### config.mk
export PLATFORM = sky130hd
export DESIGN_NAME = fetch_unit
export DESIGN_NICKNAME = d
export VERILOG_FILES = /design/src/rtl/fetch_unit_pkg.sv /design/src/rtl/fetch_unit_inst_queue.sv /design/src/rtl/fetch_unit.sv
export SDC_FILE = /design/constraint.sdc
export NUM_CORES = 1
export LEC_CHECK = 0
export ABC_CLOCK_PERIOD_IN_PS = 18700
export BUFFER_PORTS_ARGS = -buffer_cell sky130_fd_sc_hd__buf_2
export CAP_MARGIN = 20
export CORE_ASPECT_RATIO = 0.9
export CORE_MARGIN = 2
export CORE_UTILIZATION = 45
export DETAILED_ROUTE_END_ITERATION = 8
export PLACE_DENSITY = 0.59
export SLEW_MARGIN = 15
export SYNTH_ARGS = -nofsm -noshare
export SYNTH_HDL_FRONTEND = slang
export SYNTH_SLANG_ARGS = --single-unit
### constraint.sdc
create_clock -name clk -period 18.7 [get_ports clk]
set_clock_uncertainty 0.15 [all_clocks]
set_input_delay 1.87 -clock clk [delete_from_list [all_inputs] [get_ports clk]]
set_output_delay 1.87 -clock clk [all_outputs]
set_load 0.01 [all_outputs]
### src/rtl/fetch_unit_pkg.sv
// Shared types and defaults for the instruction-fetch front end.
package fetch_unit_pkg;

   localparam int unsigned IQ_DEPTH_DEF  = 8;
   localparam logic [31:0] RESET_PC_DEF  = 32'h0;
   localparam int unsigned INST_W        = 32;
   localparam int unsigned ADDR_W        = 32;

   typedef enum logic [1:0] {
      FETCH_IDLE    = 2'd0,
      FETCH_WAIT    = 2'd1,
      FETCH_DISCARD = 2'd2
   } fetch_state_e;

   typedef struct packed {
      logic [ADDR_W-1:0] pc;
      logic [INST_W-1:0] inst;
   } iq_entry_t;

endpackage

### src/rtl/fetch_unit_inst_queue.sv
// Show-ahead in-order instruction queue of {pc, inst}; head and valid are registered.
module fetch_unit_inst_queue
   import fetch_unit_pkg::*;
#(
   parameter int unsigned DEPTH = IQ_DEPTH_DEF,
   localparam int unsigned PW   = $clog2(DEPTH),
   localparam int unsigned CW   = PW + 1
) (
   input  logic            clk,
   input  logic            rst,
   input  logic            i_en,
   input  logic            i_push,
   input  logic            i_pop,
   input  logic            i_flush,
   input  iq_entry_t       i_entry,
   output logic            o_valid,
   output iq_entry_t       o_head,
   output logic [CW-1:0]   o_count_nxt_c
);

   iq_entry_t         r_mem [DEPTH];
   logic [PW-1:0]     r_rd;
   logic [PW-1:0]     r_wr;
   logic [CW-1:0]     r_count;
   logic              r_valid;
   iq_entry_t         r_head;

   logic              w_pop;
   logic [PW-1:0]     w_rd_nxt;
   logic [PW-1:0]     w_wr_nxt;
   logic [CW-1:0]     w_count_nxt;
   iq_entry_t         w_head_nxt;

   // Next pointers/count; the head is bypassed from the write port when it lands on an empty queue.
   always_comb begin
      w_pop       = i_pop && (r_count != '0);
      w_rd_nxt    = r_rd;
      w_wr_nxt    = r_wr;
      w_count_nxt = r_count;
      w_head_nxt  = r_head;
      if (i_flush) begin
         w_rd_nxt    = '0;
         w_wr_nxt    = '0;
         w_count_nxt = '0;
      end else begin
         if (w_pop)  w_rd_nxt = r_rd + PW'(1);
         if (i_push) w_wr_nxt = r_wr + PW'(1);
         w_count_nxt = r_count + CW'(i_push) - CW'(w_pop);
         if (w_count_nxt != '0) begin
            if (i_push && (r_wr == w_rd_nxt)) w_head_nxt = i_entry;
            else                              w_head_nxt = r_mem[w_rd_nxt];
         end
      end
   end

   always_ff @(posedge clk) begin
      if (!rst) begin
         r_rd    <= '0;
         r_wr    <= '0;
         r_count <= '0;
         r_valid <= 1'b0;
         r_head  <= '0;
      end else if (i_en) begin
         r_rd    <= w_rd_nxt;
         r_wr    <= w_wr_nxt;
         r_count <= w_count_nxt;
         r_valid <= (w_count_nxt != '0);
         r_head  <= w_head_nxt;
      end
   end

   always_ff @(posedge clk) begin
      if (i_en && i_push && !i_flush) r_mem[r_wr] <= i_entry;
   end

   assign o_valid       = r_valid;
   assign o_head        = r_head;
   assign o_count_nxt_c = i_en ? w_count_nxt : r_count;

endmodule

### src/rtl/fetch_unit.sv
// Instruction fetch: PC, single-outstanding memory FSM, redirect handling, and the IF->Issue queue.
module fetch_unit
   import fetch_unit_pkg::*;
#(
   parameter int unsigned IQ_DEPTH = IQ_DEPTH_DEF,
   parameter logic [31:0] RESET_PC = RESET_PC_DEF
) (
   input  logic              clk,
   input  logic              rst,
   input  logic              rdy,
   output logic              mem_req_valid,
   output logic [ADDR_W-1:0] mem_req_addr,
   input  logic              mem_req_ready,
   input  logic              mem_resp_valid,
   input  logic [INST_W-1:0] mem_resp_inst,
   output logic              inst_valid,
   output logic [INST_W-1:0] inst_to_issue,
   output logic [ADDR_W-1:0] pc_to_issue,
   input  logic              issue_stall,
   input  logic              redirect_valid,
   input  logic [ADDR_W-1:0] redirect_pc
);

   localparam int unsigned CW = $clog2(IQ_DEPTH) + 1;

   fetch_state_e      r_state;
   logic [ADDR_W-1:0] r_pc;
   logic              r_mem_req_valid;
   logic [ADDR_W-1:0] r_mem_req_addr;

   fetch_state_e      w_state_nxt;
   logic [ADDR_W-1:0] w_pc_nxt;
   logic              w_fire;
   logic              w_push;
   logic              w_pop;
   logic              w_flush;
   logic              w_req_nxt;
   logic [CW-1:0]     w_count_nxt;
   iq_entry_t         w_entry;
   iq_entry_t         w_head;
   logic              w_inst_valid;

   assign w_fire  = r_mem_req_valid && mem_req_ready;
   assign w_entry = '{pc: r_pc, inst: mem_resp_inst};

   // Redirect wins over every other event; a response racing it is dropped.
   always_comb begin
      w_state_nxt = r_state;
      w_pc_nxt    = r_pc;
      w_push      = 1'b0;
      w_pop       = w_inst_valid && !issue_stall;
      w_flush     = 1'b0;
      if (redirect_valid) begin
         w_flush  = 1'b1;
         w_pop    = 1'b0;
         w_pc_nxt = redirect_pc & ~32'h3;
         case (r_state)
            FETCH_IDLE:    w_state_nxt = w_fire ? FETCH_DISCARD : FETCH_IDLE;
            FETCH_WAIT:    w_state_nxt = mem_resp_valid ? FETCH_IDLE : FETCH_DISCARD;
            FETCH_DISCARD: w_state_nxt = mem_resp_valid ? FETCH_IDLE : FETCH_DISCARD;
            default:       w_state_nxt = FETCH_IDLE;
         endcase
      end else begin
         case (r_state)
            FETCH_IDLE: begin
               if (w_fire) w_state_nxt = FETCH_WAIT;
            end
            FETCH_WAIT: begin
               if (mem_resp_valid) begin
                  w_push      = 1'b1;
                  w_pc_nxt    = r_pc + 32'd4;
                  w_state_nxt = FETCH_IDLE;
               end
            end
            FETCH_DISCARD: begin
               if (mem_resp_valid) w_state_nxt = FETCH_IDLE;
            end
            default: w_state_nxt = FETCH_IDLE;
         endcase
      end
   end

   // Request only with a free slot counted after this cycle's push/pop.
   assign w_req_nxt = (w_state_nxt == FETCH_IDLE) && (w_count_nxt < CW'(IQ_DEPTH));

   always_ff @(posedge clk) begin
      if (!rst) begin
         r_state         <= FETCH_IDLE;
         r_pc            <= RESET_PC;
         r_mem_req_valid <= 1'b0;
         r_mem_req_addr  <= '0;
      end else if (rdy) begin
         r_state         <= w_state_nxt;
         r_pc            <= w_pc_nxt;
         r_mem_req_valid <= w_req_nxt;
         r_mem_req_addr  <= w_pc_nxt;
      end
   end

   always_ff @(posedge clk) begin
      if (rst && rdy && (r_state == FETCH_IDLE)) begin
         assert (!mem_resp_valid)
            else $error("fetch_unit: mem_resp_valid with no request outstanding");
      end
   end

   fetch_unit_inst_queue #(.DEPTH(IQ_DEPTH)) u_iq (
      .clk           (clk),
      .rst           (rst),
      .i_en          (rdy),
      .i_push        (w_push),
      .i_pop         (w_pop),
      .i_flush       (w_flush),
      .i_entry       (w_entry),
      .o_valid       (w_inst_valid),
      .o_head        (w_head),
      .o_count_nxt_c (w_count_nxt)
   );

   assign mem_req_valid = r_mem_req_valid;
   assign mem_req_addr  = r_mem_req_addr;
   assign inst_valid    = w_inst_valid;
   assign inst_to_issue = w_head.inst;
   assign pc_to_issue   = w_head.pc;

endmodule

; ---- Word-level counts from Yosys, hierarchy flattened
; Memories as Yosys holds them, arrays and structs flattened. A register that Yosys moved wholly into a read port is not among the register bits.
; Index checks and enable logic that the tools add are counted.
[word_totals]
ff_bits = 46
latchBits = 0
ramBits = 512
rom_bits = 0
in_bits = 71
elab_cells = 62
n_memories = 1
[classes]
addsub = 5
n_mul = 0
div_mod_pow = 0
order_cmp = 1
n_eq_ne = 2
shift = 0
mux = 24
n_bitwise = 1
reduce_logical = 21
[memory_table]
columns = name, depth, word_bits, read_ports, rd_clocked_by_memory_dff, wr, line_no
row1 = u_iq.r_mem, 8, 64, 1, 1, 1, fetch_unit_inst_queue.sv:21  ; iq_entry_t r_mem [DEPTH];
[op_table]
columns = cell, n
row1 = 32-bit 2-to-1 mux, 3
row2 = "32-bit by 3-bit adder with 32-bit output, second input constant", 1
row3 = 3-bit 2-to-1 mux, 5
row4 = 4-bit nonzero test, 3
row5 = 2-bit 2-to-1 mux, 5
row6 = 4-bit 2-to-1 mux, 2
row7 = 2-bit one-hot mux with 2 select lines, 2
row8 = 1-bit 2-to-1 mux, 7
row9 = "3-bit by 1-bit adder with 3-bit output, second input constant", 2
row10 = 1-bit logical AND, 6
row11 = 3-bit AND reduction, 2
row12 = 2-bit nonzero test, 3
row13 = 4-bit by 1-bit adder with 4-bit output, 1
row14 = 2-bit logical NOT, 2
row15 = "4-bit < comparator, second input constant", 1
row16 = 4-bit by 1-bit subtractor with 4-bit output, 1
row17 = 1-bit logical NOT, 3
row18 = "2-bit by 1-bit == test with 1-bit output, second input constant", 1
row19 = "2-bit == test, second input constant", 1
row20 = 2-bit AND reduction, 1
row21 = 2-bit OR reduction, 1
row22 = 1-bit NOT, 1

; ---- Logic depth before layout (Yosys ltp)
; Gate-level depths: netlist of run 1.
[depth]
word_depth = 9
depth_mapped = 17

; ---- Modules after synthesis
; From an unflattened synthesis of run 1, not the netlist that was laid out.
[hier_totals]
cells_unflattened = 2437
area_unflattened_um2 = 30050.1
[modules_own_cells]
columns = mod, n_inst, cells_each, area_each_um2, seq_area_each_um2
row1 = fetch_unit_inst_queue, 1, 2122, 27641.5, 16876.2
row2 = fetch_unit, 1, 315, 2408.6, 660.6

; ---- Worst setup path before layout of run 1
; Ideal clock, no wire load.
[synth_timing]
path_type = input to register
startpoint = in rdy
endpoint = mem u_iq.r_mem[0][0] in the netlist's numbering, enable pin
arrival_time_ns = 8.087
required_time_ns = 17.915
slack_ns = 9.828
path_stages = 3
n_path_buf = 0
cell_sequence = nor2b_1 nand2_1 nor4_1
[synth_via]
elab_chain_cells = 4
[synth_rtl]
columns = item, line_no
row1 = start: declaration, fetch_unit.sv:10  ; input logic rdy,
row2 = 1-bit logical AND (2 in a row), fetch_unit_inst_queue.sv:73  ; if (i_en && i_push && !i_flush) r_mem[r_wr] <= i_entry;
row3 = 1-bit 2-to-1 mux, fetch_unit_inst_queue.sv:73
row4 = 1-bit 2-to-1 mux (implied by the code), fetch_unit_inst_queue.sv:73
row5 = end: declaration, fetch_unit_inst_queue.sv:21
; No other way between the ends.

; ---- Worst setup path in the final report of run 1
[layout_timing]
startpoint = in redirect_valid
endpoint = reg u_iq.r_head, in the netlist u_iq.o_head[40]
[layout_via]
elab_chain_cells = 5
[layout_rtl]
columns = item, line_no
row1 = start: declaration, fetch_unit.sv:20  ; input logic redirect_valid,
row2 = 1-bit 2-to-1 mux, fetch_unit.sv:53  ; if (redirect_valid) begin
row3 = 4-bit by 1-bit adder with 4-bit output / 1-bit logical AND (equally long branches), "fetch_unit_inst_queue.sv:48, fetch_unit_inst_queue.sv:36"
row4 = 4-bit by 1-bit subtractor with 4-bit output, fetch_unit_inst_queue.sv:48  ; w_count_nxt = r_count + CW'(i_push) - CW'(w_pop);
row5 = 4-bit nonzero test, fetch_unit_inst_queue.sv:49  ; if (w_count_nxt != '0) begin
row6 = 3-bit AND reduction (no line), --
row7 = end signal: assignment, fetch_unit_inst_queue.sv:68  ; r_head <= w_head_nxt;
row8 = end: declaration, fetch_unit_inst_queue.sv:26  ; iq_entry_t r_head;
; Parallel ways exist; a longest one is shown, timed or not. The select of a mux whose other input is x is not followed.
; A chain may end at the register's enable or synchronous reset.

==> out/qor.yml, run 1 <==
outcome:
  status: "complete, no violations"
power:
  ir_drop_mv: 0.0650
  power_density_mw_per_mm2: 89.3
  leakage_nw: 10.9
timing:
  fin_crit_ns: 6.37
  tightest_slew_ns: 1.11
  setup_slack_ns: 12.33
  rsz0062_at_grt: "false"
  slew_headroom_pct: 25.8
  final_hold_viol_count: 0
  report.final.setup_viol: 0
  min_period_over_period_pct: 34.1
  max_freq_mhz: 157
  slew_violations: 0
  fin_setup_tns_ns: 0
routing:
  dr_total_vias: 16400
  viasPerCell: 6.19
  wirelength_mm: 70.7
  post_drt_wl_per_cell_microns: 26.7
  drt_iter0_drc: 1491
  antenna_left: 0
  drcViolationCount: 0
  first_pass_iters: 5
clock_network:
  clock-root-buffer: "clkbuf_16"
  tritoncts: "done"
  cts_buffers: 67
  cts_resized: 0
  cts.clk_slew.worst_paths_ns: 0.07
  hold_buffers: 0
  cts_setup_buffers: 0
  worstSkewPairLatency_ns: 0.61
  h-tree-depth: 3
  cts.sinks: 602
  clockBufferDepth: 3
global_route:
  grt_max_degree: 157
  grt_pass1_wl_mm: 105
  gr-max-usage-layer: "met2"
  grt_pass1_vias: 16800
  use_met2_pct: 36.2
  grt_util_met1_pct: 31.1
  antenna_found_initial: 1
  track_usage_pct: 22.2
  grt-ovfl-total: 0
  grtUsageMet3_pct: 3.66
floorplan:
  io-pin-count: 169
  floorplan.initialDensity_pct: 45.6
  core-area_sq_mm: 0.0613
  die_height_microns: 241
  rows: 86
  die_x_microns: 267
  die-area_sq_mm: 0.0642
yosys:
  syn_area_sq_mm: 0.0280
  synth_top_family_by_area: "multiplexers"
  synth_cell_type_count: 59
  seq_area_frac_synth_pct: 60.8
  synth_area_per_cell_sq_um: 16.8
  synth_edf_count: 496
  synth_compound_area_share_pct: 5.13
  synth_largest_area_cell: "edfxtp_1"
  synth-async-reset-ratio_pct: 0
  yosysMostFrequentCell: "edfxtp_1"
  synth_adder_area_share_pct: 0.564
  ys_top_cells_by_count: "496 x edfxtp_1, 248 x mux4_2, 188 x mux2i_1"
  yosysWarningCount: 0
  syn_inst: 1666
  synth_xor_xnor_area_share_pct: 0.183
  synth_area_leaders: "edfxtp_1 53%, mux4_2 20%, dfxtp_1 7.6%, mux2i_1 6.7%, a221o_1 2.2%"
  synth_ff_type: "edfxtp_1"
  synth_top_area_share_pct: 53.2
  synth_mux_area_share_pct: 26.8
  yosys_register_bits: 602
  synth-simple-area-share_pct: 3.53
job:
  drv_cap: 0
critical_path:
  critical_path_class: "in -> reg"
  path_cells: "buf_2, buf_4, or3b_4, nor2_4, buf_4, buf_4, mux2i_1, a22oi_2, a21boi_4, buf_4, a221o_1"
  regToRegStartpoint: "u_iq.o_valid$_SDFFE_PN0P_"
  cp_common_cell: "buf_4"
  critPathLaunch: "redirect_valid"
  crit_cells: 11
  max_stage_delay_ns: 0.86
  ff2ff_path_depth: 9
  crit_arrival_ns: 6.75
  critPathCaptureType: "flop"
  critPathMaxFanout: 69
  reg2reg_to: "u_iq.o_head[40]$_SDFFE_PN0P_"
  critPathSlowestCell: "a21boi_4"
  cp_top_family: "buffers and inverters"
  start_kind: "input port"
  cp_data_required_time_ns: 19.09
  endpoint: "u_iq.o_head[40]$_SDFFE_PN0P_"
  reg2reg_slack_ns: 13.64
  crit_buf_inv: 5
min_path:
  hp-start: "u_iq.r_count[3]$_SDFF_PN0_"
  hold_class: "reg -> reg"
finish:
  n_fill_cell: 5004
  fin_util_pct: 51.9
  drive_above_1_share_pct: 30.8
  area_growth_pct: 13.8
  layout.nets: 1890
placed_design:
  portBuffers: 162
  dp_hpwl_mm: 38.9
  post-place-ws_ns: 11.70
  place_congestion: 0.744
-- worst register-to-register path, cell delays in order, from the launching register on --
cell	delay, ns
dfxtp_1	0.44
or3b_4	0.49
nor2_4	0.12
buf_4	0.63
buf_4	0.82
mux2i_1	0.30
a22oi_2	0.14
a21boi_4	0.86
buf_4	0.76
a221o_1	0.29
-- worst min-delay path by stage --
stage / end / slack [ns] / depth (start not counted)
final: u_iq.r_count[3]$_SDFF_PN0_ / 0.36 / 2
after CTS: u_iq.r_count[3]$_SDFF_PN0_ / 0.35 / 2
after global routing: u_iq.r_count[3]$_SDFF_PN0_ / 0.40 / 2
after detailed placement: u_iq.r_count[3]$_SDFF_PN0_ / 0.33 / 2
after floorplan: u_iq.r_count[3]$_SDFF_PN0_ / 0.31 / 2
after global placement: u_iq.r_count[3]$_SDFF_PN0_ / 0.32 / 2
-- kinds of logic after synthesis --
family | after synthesis
adder cells (fa/ha/maj) | 12
other | 1
buffers and inverters | 201
XOR/XNOR | 5
flip-flops | 602
multiplexers | 438
AND/OR/NAND/NOR | 216
AO/OA/AOI/OAI | 191
-- report_power, final --
part | leakage (nW) | switching [mW] | internal (mW)
Clock | 1.08 | 0.542 | 0.785
Sequential | 5.34 | 0.0132 | 1.45
Combinational | 4.49 | 0.0349 | 0.0166
Total | 10.9 | 0.590 | 2.25
-- flip-flops by register name, indices dropped and copies added (netlist names), 2 cells and up --
name,count
u_iq.o_head,62
u_iq.r_mem,496
mem_req_addr,30
r_state,2
u_iq.r_count,4
u_iq.r_wr,3
u_iq.r_rd,3
-- through the flow --
step	cell area (sq um)	hold WS (ns)	total power, mW	instances
floorplan	28000	0.309	1.51	1669
global placement	29600	0.324	1.54	2529
detailed placement	29600	0.335	1.54	2529
CTS	31800	0.352	2.87	2649
global route	31800	0.403	2.93	2650
finish	31800	0.356	2.84	2651
-- metal layers --
layer / vias to the layer above / part of all wire [%]
li1: 7057 / -
met1: 8752 / 43
met2: 486 / 49
met3: 112 / 5.9
met4: 0 / 2.2
met5: - / 0
-- placed cells by master, fill, tap and decap left out, drive strengths merged, types with 3 or more instances in the layout --
| master | netlist | final |
|---|---|---|
| a221o | 62 | 62 |
| nor4 | 3 | 3 |
| inv | 73 | 76 |
| buf | 51 | 196 |
| ha | 11 | 11 |
| and4 | 3 | 3 |
| mux4 | 248 | 248 |
| and3 | 6 | 6 |
| conb | 1 | 4 |
| nand2 | 30 | 30 |
| and2 | 7 | 7 |
| a211oi | 7 | 7 |
| o21a | 4 | 4 |
| clkinv | 1 | 27 |
| mux2i | 188 | 188 |
| a31oi | 5 | 5 |
| xor2 | 3 | 3 |
| nor2 | 116 | 116 |
| nor2b | 3 | 3 |
| o22ai | 7 | 7 |
| o221a | 5 | 5 |
| a22oi | 10 | 10 |
| a41oi | 4 | 4 |
| bufinv | 0 | 8 |
| nand3b | 3 | 3 |
| edfxtp | 496 | 496 |
| a21o | 3 | 3 |
| clkbuf | 76 | 81 |
| nand4 | 3 | 3 |
| a21oi | 42 | 42 |
| nor3 | 15 | 15 |
| nand2b | 3 | 3 |
| dfxtp | 106 | 106 |
| o21ai | 30 | 30 |
| nand3 | 18 | 18 |
-- area by class of cell --
type | count | area (sq um) | share of cell area [%]
Multi-Input combinational cell | 866 | 10200 | 32.1
Clock inverter | 39 | 437 | 1.37
Antenna cell | 1 | 2.50 | 0.00786
Timing Repair Buffer | 196 | 1100 | 3.47
Inverter | 74 | 278 | 0.873
Clock buffer | 81 | 1760 | 5.53
Sequential cell | 602 | 17000 | 53.5
Tap cell | 792 | 991 | 3.11
Power figures use the tool's default switching activity.
==> inputs of run 2 (changes only) <==
--- a/config.mk
+++ b/config.mk
@@ -5,14 +5,14 @@
 export SDC_FILE = /design/constraint.sdc
 export NUM_CORES = 1
 export LEC_CHECK = 0
-export ABC_CLOCK_PERIOD_IN_PS = 18700
+export ABC_CLOCK_PERIOD_IN_PS = 5200
 export BUFFER_PORTS_ARGS = -buffer_cell sky130_fd_sc_hd__buf_2
 export CAP_MARGIN = 20
 export CORE_ASPECT_RATIO = 0.9
 export CORE_MARGIN = 2
 export CORE_UTILIZATION = 45
 export DETAILED_ROUTE_END_ITERATION = 8
-export PLACE_DENSITY = 0.59
+export PLACE_DENSITY = 0.61
 export SLEW_MARGIN = 15
 export SYNTH_ARGS = -nofsm -noshare
 export SYNTH_HDL_FRONTEND = slang
==> constraint.sdc (replaced) <==
create_clock -name clk -period 5.2 [get_ports clk]
set_clock_uncertainty 0.15 [all_clocks]
set_input_delay 0.52 -clock clk [delete_from_list [all_inputs] [get_ports clk]]
set_output_delay 0.52 -clock clk [all_outputs]
set_load 0.01 [all_outputs]
==> out/qor.yml, run 2 (synthesis results as in run 1) <==
finish:
  layout.nets: 1892
  layout_common_cells: "496 x edfxtp_1, 248 x mux4_2, 188 x mux2i_1, 162 x buf_2, 111 x nor2_1"
  fin_util_pct: 52.0
  num_antenna_cells: 0
  drive_above_1_share_pct: 30.7
  top_register: "u_iq.r_mem"
  final_common_cell: "edfxtp_1"
  area_growth_pct: 13.9
  largest_reg_flops: 496
timing:
  slew_violations: 0
  max_freq_mhz: 218
  report.final.setup_viol: 0
  min_period_over_period_pct: 88.2
  rsz0062_at_grt: "false"
  final_hold_viol_count: 0
  fin_crit_ns: 4.59
  setup_slack_ns: 0.613
  tightest_slew_ns: 1.01
  slew_headroom_pct: 32.3
routing:
  dr_total_vias: 16100
  first_pass_iters: 5
  drcViolationCount: 0
  viasPerCell: 6.07
  post_drt_wl_per_cell_microns: 25.4
  antenna_left: 0
  drt_iter0_drc: 1267
  wirelength_mm: 67.4
global_route:
  antenna_found_initial: 2
  grt_pass1_vias: 16500
  track_usage_pct: 21.2
  grt-ovfl-total: 0
  grt_max_degree: 153
  grt_pass1_wl_mm: 101
clock_network:
  cts.clk_slew.worst_paths_ns: 0.05
  cts_setup_buffers: 0
  cts.sinks: 602
  clockBufferDepth: 3
  clock-root-buffer: "clkbuf_16"
  cts_resized: 0
  hold_buffers: 0
  tritoncts: "done"
  h-tree-depth: 3
  cts_buffers: 67
  worstSkewPairLatency_ns: 0.61
critical_path:
  start_kind: "flop"
  reg2reg_slack_ns: 0.61
  critPathCaptureType: "flop"
  critical_path_class: "reg -> reg"
  crit_arrival_ns: 4.97
  critPathMaxFanout: 47
  cp_data_required_time_ns: 5.59
floorplan:
  floorplan.initialDensity_pct: 45.6
  rows: 86
  die-area_sq_mm: 0.0642
  die_height_microns: 241
  io-pin-count: 169
  core-area_sq_mm: 0.0613
  die_x_microns: 267
power:
  power_density_mw_per_mm2: 315
  leakage_nw: 10.9
  ir_drop_mv: 0.181
placed_design:
  portBuffers: 162
  post-place-ws_ns: 0.493
  dp_hpwl_mm: 37.9
  place_congestion: 0.771
min_path:
  hold_class: "in -> reg"
job:
  drv_cap: 0
outcome:
  status: "complete, no violations"
-- run 2: worst max-delay path, cell delays in order, from the launching register on --
cell and delay [ns]:
dfxtp_1 0.29, inv_1 0.08, ha_1 0.16, nor3b_2 0.38, nor2_4 0.07, ha_1 0.28, inv_1 0.04, ha_1 0.22
fa_1 0.42, xnor2_1 0.18, nand3_1 0.10, mux2i_1 0.16, nor3_1 0.25, a21boi_4 0.67, buf_4 0.73, a221o_1 0.27
-- run 2: path summary, 6_finish.rpt --
| check | startpoint | end | cells after the start |
|---|---|---|---|
| hold reg to reg | u_iq.r_count[3]$_SDFF_PN0_ | u_iq.r_count[3]$_SDFF_PN0_ | 2 |
| hold / removal | redirect_pc[2] | mem_req_addr[2]$_SDFFE_PN0P_ | 3 |
| setup / recovery | u_iq.r_count[2]$_SDFFE_PN0P_ | u_iq.o_head[24]$_SDFFE_PN0P_ | 15 |
| setup reg to reg | u_iq.r_count[2]$_SDFFE_PN0P_ | u_iq.o_head[24]$_SDFFE_PN0P_ | 15 |
-- run 2: stage by stage --
stage	setup TNS [ns]	cells	instance area (sq um)	hold WS (ns)	power (mW)
2_1_floorplan	-125.06	1669	28000	0.309	5.43
3_3_place_gp	0	2532	29700	0.326	5.54
3_5_place_dp	0	2532	29700	0.337	5.55
4_1_cts	0	2656	31900	0.0174	10.1
5_1_grt	0	2656	31900	0.0542	10.4
6_report	0	2656	31900	0.0541	10.0
-- run 2: where the power goes --
part / internal, mW / leakage [nW] / switching, mW
combinational: 0.0599 / 4.52 / 0.123
sequential: 5.22 / 5.36 / 0.0471
clock: 2.70 / 1.05 / 1.89
-- run 2: cell type report --
type	count	area, sq um
Clock inverter	29	248
Tap cell	792	991
Timing Repair Buffer	198	1190
Sequential cell	602	17000
Multi-Input combinational cell	866	10200
Fill cell	4923	29500
Clock buffer	95	1890
Inverter	74	278
-- run 2: routing by layer --
metal | global-route usage [%] | routed length (microns)
met1 | 28.8 | 28800
met2 | 35.5 | 33500
met3 | 4.00 | 3670
met4 | 5.96 | 1360
met5 | 0 | 24
